==> config.mk <==
export PLATFORM = sky130hd
export DESIGN_NAME = rgb_to_edgein
export DESIGN_NICKNAME = d
export VERILOG_FILES = /design/src/rtl/rgb_to_edgein_pkg.sv /design/src/rtl/luma_mac.sv /design/src/rtl/rgb_to_edgein.sv
export SDC_FILE = /design/constraint.sdc
export NUM_CORES = 1
export LEC_CHECK = 0
export ABC_AREA = 1
export CAP_MARGIN = 15
export CORE_ASPECT_RATIO = 2
export CORE_MARGIN = 2
export CORE_UTILIZATION = 56
export CTS_BUF_LIST = sky130_fd_sc_hd__clkbuf_4
export DETAILED_ROUTE_END_ITERATION = 8
export HOLD_SLACK_MARGIN = 0.1
export PLACE_DENSITY = 0.85
export SYNTH_ARGS = -nofsm -noshare
export SYNTH_HDL_FRONTEND = slang
export SYNTH_SLANG_ARGS = --single-unit
==> constraint.sdc <==
create_clock -name clock -period 1.8 [get_ports clock]
set_input_delay 0.54 -clock clock [delete_from_list [all_inputs] [get_ports clock]]
set_output_delay 0.54 -clock clock [all_outputs]
set_load 0.03 [all_outputs]
==> src/rtl/rgb_to_edgein_pkg.sv <==
// Shared luma constants and pipeline stage bundles for the RGB to edge-input path.
package rgb_to_edgein_pkg;

  localparam int LUMA_KR = 77;
  localparam int LUMA_KG = 150;
  localparam int LUMA_KB = 29;
  localparam int LUMA_SHIFT = 8;
  localparam logic [7:0] EDGE_WHITE = 8'hFF;

  typedef struct packed {
    logic        valid;
    logic        sof;
    logic        eol;
    logic [15:0] pr;
    logic [15:0] pg;
    logic [15:0] pb;
  } s1_t;

  typedef struct packed {
    logic        valid;
    logic        sof;
    logic        eol;
    logic [15:0] sum;
  } s2_t;

  function automatic logic [7:0] luma_of(input logic [15:0] sum);
    return sum[LUMA_SHIFT+7:LUMA_SHIFT];
  endfunction

endpackage

==> src/rtl/luma_mac.sv <==
// Luma multiply (S1) and accumulate (S2) stages.
// Both stages load together whenever en is high.
module luma_mac
  import rgb_to_edgein_pkg::*;
(
  input  logic        clock,
  input  logic        reset_n,
  input  logic        en,
  input  logic        in_valid,
  input  logic        in_sof,
  input  logic        in_eol,
  input  logic [23:0] in_rgb,
  output s2_t         s2
);

  s1_t s1;

  always_ff @(posedge clock or negedge reset_n) begin
    if (!reset_n) begin
      s1 <= '0;
      s2 <= '0;
    end else if (en) begin
      s1.valid <= in_valid;
      s1.sof   <= in_sof;
      s1.eol   <= in_eol;
      s1.pr    <= 16'(LUMA_KR) * {8'd0, in_rgb[23:16]};
      s1.pg    <= 16'(LUMA_KG) * {8'd0, in_rgb[15:8]};
      s1.pb    <= 16'(LUMA_KB) * {8'd0, in_rgb[7:0]};
      s2.valid <= s1.valid;
      s2.sof   <= s1.sof;
      s2.eol   <= s1.eol;
      // 255*256 is the ceiling, so 16 bits never overflow
      s2.sum   <= s1.pr + s1.pg + s1.pb;
    end
  end

endmodule

==> src/rtl/rgb_to_edgein.sv <==
// RGB pixel stream to whitened 8-bit luma for the edge detector.
// Three-stage pipeline with a global stall and a per-line pixel counter.
module rgb_to_edgein
  import rgb_to_edgein_pkg::*;
#(
  parameter logic [7:0] WHITE_THRESH = 8'hF0,
  parameter int         CNT_W        = 11
) (
  input  logic             clock,
  input  logic             reset_n,
  input  logic [23:0]      in_rgb,
  input  logic             in_sof,
  input  logic             in_eol,
  input  logic             in_valid,
  output logic             in_ready,
  output logic [7:0]       out_pix,
  output logic             out_sof,
  output logic             out_eol,
  output logic             out_valid,
  input  logic             out_ready,
  output logic [CNT_W-1:0] px_count
);

  s2_t        s2;
  logic       advance;
  logic       xfer;
  logic       last_eol;
  logic [7:0] y;

  assign advance  = out_ready | ~out_valid;
  assign in_ready = advance;
  assign xfer     = out_valid & out_ready;
  assign y        = luma_of(s2.sum);

  luma_mac u_mac (
    .clock    (clock),
    .reset_n  (reset_n),
    .en       (advance),
    .in_valid (in_valid),
    .in_sof   (in_sof),
    .in_eol   (in_eol),
    .in_rgb   (in_rgb),
    .s2       (s2)
  );

  always_ff @(posedge clock or negedge reset_n) begin
    if (!reset_n) begin
      out_valid <= 1'b0;
      out_pix   <= '0;
      out_sof   <= 1'b0;
      out_eol   <= 1'b0;
    end else if (advance) begin
      out_valid <= s2.valid;
      out_pix   <= (y >= WHITE_THRESH) ? EDGE_WHITE : y;
      out_sof   <= s2.sof;
      out_eol   <= s2.eol;
    end
  end

  // Count restarts on frame start or on the pixel after a line end
  always_ff @(posedge clock or negedge reset_n) begin
    if (!reset_n) begin
      px_count <= '0;
      last_eol <= 1'b0;
    end else if (xfer) begin
      last_eol <= out_eol;
      if (out_sof || last_eol)
        px_count <= CNT_W'(1);
      else if (px_count != '1)
        px_count <= px_count + 1'b1;
    end
  end

endmodule
==> impl_summary.log <==
[metrics] result of the run: complete, but fails checks
[metrics] violated checks: negative setup slack
[metrics] Setup crit start kind: input port
[metrics] TritonCTS clock tree: yes
[metrics] routing layer with the top usage in global route: met2
[metrics] part of the total power dissipated in sequential elements: 15.6%
[metrics] number of flops mapped to enable cells by yosys: 0
[metrics] slowest CP cell: fa_1
[metrics] highest fanout seen on the critical path: 5
[metrics] gp weighted congestion: 0.9287
[metrics] Sw Share: approximately 52%
[metrics] P_int: 10.00 mW
[metrics] Critical Path AT: about 3300 ps
[metrics] Synth warnings: 0
[metrics] prevailing post-synth register cell: dfrtp_1
[metrics] die span in y: approximately 170 um
[metrics] sequential cell area fraction in the yosys report: 27.33%
[metrics] largest cells by area after synthesis: dfrtp_1 27%, ha_1 19%, nand2_1 14%
[metrics] met2 capacity usage during global routing: about 60%
[metrics] number of hold violations in the final report: 0
[metrics] Final Max Tran Viols: 0
[metrics] FF+latch count, synth: 80
[metrics] Final Net Count: around 1300
[metrics] cell-by-cell trace of the critical path: buf_8 > ha_4 > ha_4 > inv_2 > fa_1 > fa_1 > inv_2 > ha_4 > nand2_4 > nor2_2 > nand2_1 > nand2_2 > nand4_1 > a21oi_1
[metrics] minimum setup slack in the final design: -1066 ps
[metrics] initial core utilization: 56.70%
[metrics] share of total power in the clock network: 5.8%
[metrics] net count after synthesis: 1138
[metrics] Site Rows: 59
[metrics] final wirelength: 23780 um
[metrics] ratio of cells with drive above 1 in the final layout: a little over two fifths
[metrics] io pins: 53
[metrics] unrepaired setup endpoints after global routing: true
[metrics] sinks on the clock net: 80
[metrics] CTS Buf Count: 9
[metrics] Worst Reg-to-Reg Cells: 11
[metrics] Worst slew margin: 68.04%
[metrics] via count of the first global-routing pass: 7666
[metrics] routed length per instance: 18.22 um
[metrics] count of different cell masters after synthesis: 35
[metrics] cells after synthesis: 956
[metrics] number of antenna violations at the first check in global routing: 1
[metrics] fraction of met3 tracks used by global routing: 3.529%
[metrics] Die X: 84.87 um
[metrics] Critical R2R Capture: u_mac.s2[14]$_DFFE_PN0P_
[metrics] depth of the worst hold-timing path: 4
[metrics] required time of the critical path: approximately 2200 ps
[metrics] CTS Root Cell: clkbuf_4
[metrics] post-synth top area cell: dfrtp_1
[metrics] deepest clock path buffer count: 2
[metrics] type of the worst min-delay path: input port to register
[metrics] overall die area: 14070 sq um
[metrics] insertion delay to the later sink of the worst-skew pair: 460 ps
[metrics] minimum clock period: 2866 ps
[metrics] switching power: about 11 mW
[metrics] Core Region: 12920 sq um
[metrics] maximum number of pins on one net before global-route repair: 81
[metrics] per-cell via count in the routed design: about 5.7
[metrics] pwr dens: 1883 nW/um^2
[metrics] CTS H-tree lvls: 3
[metrics] Reg2Reg Setup Slack: -420 ps
[metrics] period utilisation layout: 159.2%
[metrics] Power, Total: 20.69 mW
[metrics] number of fill cells: 678
[metrics] Max IR drop VDD: 1.380 mV
[metrics] clock skew: a little under 20 ps
[metrics] Pleak: roughly 5.4 nW
[metrics] total gr overflow: 0
[metrics] global-route total usage across every layer: 30.69%
[metrics] Worst Setup Path Type: input port to register
[metrics] critical path's top delay family: adder cells
[metrics] synthesized cell area: 7325 sq um
[metrics] max-cap violations: 0
[metrics] final setup fails: 37
[metrics] FF-to-FF Start: u_mac.s1[36]$_DFFE_PN0P_
[metrics] detailed-routing iteration count for the pre-antenna-repair pass: 9
[metrics] CP max stage delay: 510 ps
[metrics] actual slew at the worst max-slew pin: between 400 and 500 ps
[metrics] portion of netlist area occupied by mux cells: 0%
[metrics] post-route setup TNS: -25560 ps
[metrics] terminating pin of the worst hold path: u_mac.s1[33]$_DFFE_PN0P_
[metrics] Comb pwr share: 78.7%
[metrics] HPWL after DPL: around 16000 um
[metrics] share of synthesized flip-flops with an asynchronous set or reset: 100.0%
[metrics] CTS clock-pin slew for the worst setup and hold paths: 140 ps
[metrics] DRC violation total after the first TritonRoute iteration: 477
[metrics] fraction of post-synthesis cell area in the top cell type by area: 27.33%
[metrics] post-layout utilization of the core: 85.04%
[metrics] Antenna Nets Post-Route: 0
[metrics] # port buffers: 52
[metrics] xor and xnor area share after synthesis: 1.554%
[metrics] most used cell, CP: ha_4
[metrics] FMAX: 348.9 MHz
[metrics] Synth-to-Final Area Change: 49.98%
[metrics] first-pass GRT wire length: 34670 um
[metrics] average instance area after synthesis: 7.662 sq um
[metrics] vias after detailed routing: 7448
[metrics] number of DRC violations after detailed routing: 0
[metrics] post-synthesis share of cell area spent on and, or, nand and nor gates: 24.26%
[metrics] critical hold path startpoint: in_rgb[17]
[metrics] met1 demand-to-capacity share in global routing: 29.13%
[metrics] buffer and inverter count on the worst path: 3
[metrics] adder and majority cell fraction of the synthesized area: between 20% and 30%
[metrics] synthesized-area fraction occupied by ao, oa, aoi and oai cells: about 7.6%
[metrics] main combinational cell family by area after synthesis: adder cells
[metrics] critical path capture point type: register
## Yosys cell counts, types with 2 or more instances
master,number
a21o_1,2
a21oi_1,36
a31oi_1,2
and2_1,2
buf_2,6
clkbuf_1,7
dfrtp_1,80
fa_1,38
ha_1,114
inv_1,161
inv_2,3
nand2_1,279
nand3_1,59
nand4_1,13
nor2_1,55
nor2_2,3
nor3_1,9
o21ai_0,36
o21ai_1,18
o21bai_1,5
o31ai_1,2
or2_0,2
xnor2_1,9
xor2_1,4
## worst max-delay path by stage
stage	start	to	slack, ps	cells past startpoint
CTS	in_rgb[14]	u_mac.s1[27]$_DFFE_PN0P_	-1000	14
global placement	in_rgb[20]	u_mac.s1[40]$_DFFE_PN0P_	-1980	14
finish	in_rgb[14]	u_mac.s1[31]$_DFFE_PN0P_	-1070	14
global route	in_rgb[15]	u_mac.s1[30]$_DFFE_PN0P_	-1130	14
floorplan	in_rgb[20]	u_mac.s1[42]$_DFFE_PN0P_	-1220	14
detailed placement	in_rgb[20]	u_mac.s1[40]$_DFFE_PN0P_	-2060	14
## power groups by stage
stage | Combinational (mW) | Clock [mW] | Sequential (mW)
global route | 17.4 | 1.26 | 3.29
CTS | 13.7 | 1.19 | 3.17
global placement | 11.5 | 0 | 3.19
floorplan | 7.97 | 0 | 3.29
detailed placement | 11.8 | 0 | 3.21
finish | 16.3 | 1.20 | 3.22
## per-layer routing
metal  share of wire, %  vias up  wire (um)
met2                 56      314      13290
met4                7.1        0       1699
met5                  0        -          0
li1                   -     3429          -
met1                 33     3558       7860
met3                3.9      147        929
## metrics by stage
| stage | instances | setup slack, ps | hold WS [ps] | cell area (sq um) |
|---|---|---|---|---|
| after global routing | 1305 | -1134 | 471.2 | 10990 |
| after detailed placement | 1257 | -2056 | 460.4 | 9619 |
| final | 1305 | -1066 | 446.9 | 10990 |
| after floorplan | 956 | -1221 | 244.4 | 8090 |
| after CTS | 1287 | -997.8 | 458.2 | 10400 |
| after global placement | 1257 | -1980 | 432.6 | 9619 |
## timing repair
item,CTS,global route
hold buffers,1,0
resized for setup,276,156
hold endpoints to repair,20,0
pin swaps,132,121
buffers inserted,15,22
setup endpoints to repair,63,54
## tightest hold or removal path, delay by kind of cell
kind | cells | cell delay [ps]
buffers and inverters | 2 | 230
AND/OR/NAND/NOR | 2 | 100
## placed cells by master (no fill, tap or decap), types with 14 or more instances in the layout
cell type,Yosys,final
nand3_1,59,33
nor2_2,3,14
nor2_1,55,32
o21ai_1,18,28
fa_1,38,35
ha_1,114,43
nand2_4,1,21
inv_1,161,118
ha_4,0,70
nand2_1,279,218
buf_4,0,115
o21ai_0,36,15
a21oi_2,1,15
dfrtp_1,80,74
buf_6,0,34
nand2_2,1,42
inv_2,3,43
nand3_2,1,25
## layout make-up
type	instances	area (sq um)	area share (%)
sequential	80	2009	18.29
timing repair buffer	195	1684	15.33
tap	152	190.2	1.731
clock buffer	9	67.56	0.6150
clock inverter	7	86.33	0.7859
inverter	164	624.3	5.683
multi-input combinational	697	6321	57.54
antenna	1	2.502	0.02278
## cell families after synthesis
group,after synthesis
buffers and inverters,179
AOI/OAI and AO/OA,104
DFF,80
and+or+nand+nor,428
xor gates and xnor gates,13
adders and majority gates,152
## state kept, by name, summed over array words and instances, names as in the netlist
name and count:
u_mac.s1 46, px_count 11, u_mac.s2 11, out_pix 8
last_eol 1, out_eol 1, out_sof 1, out_valid 1
(Power assumes the default switching activity.)
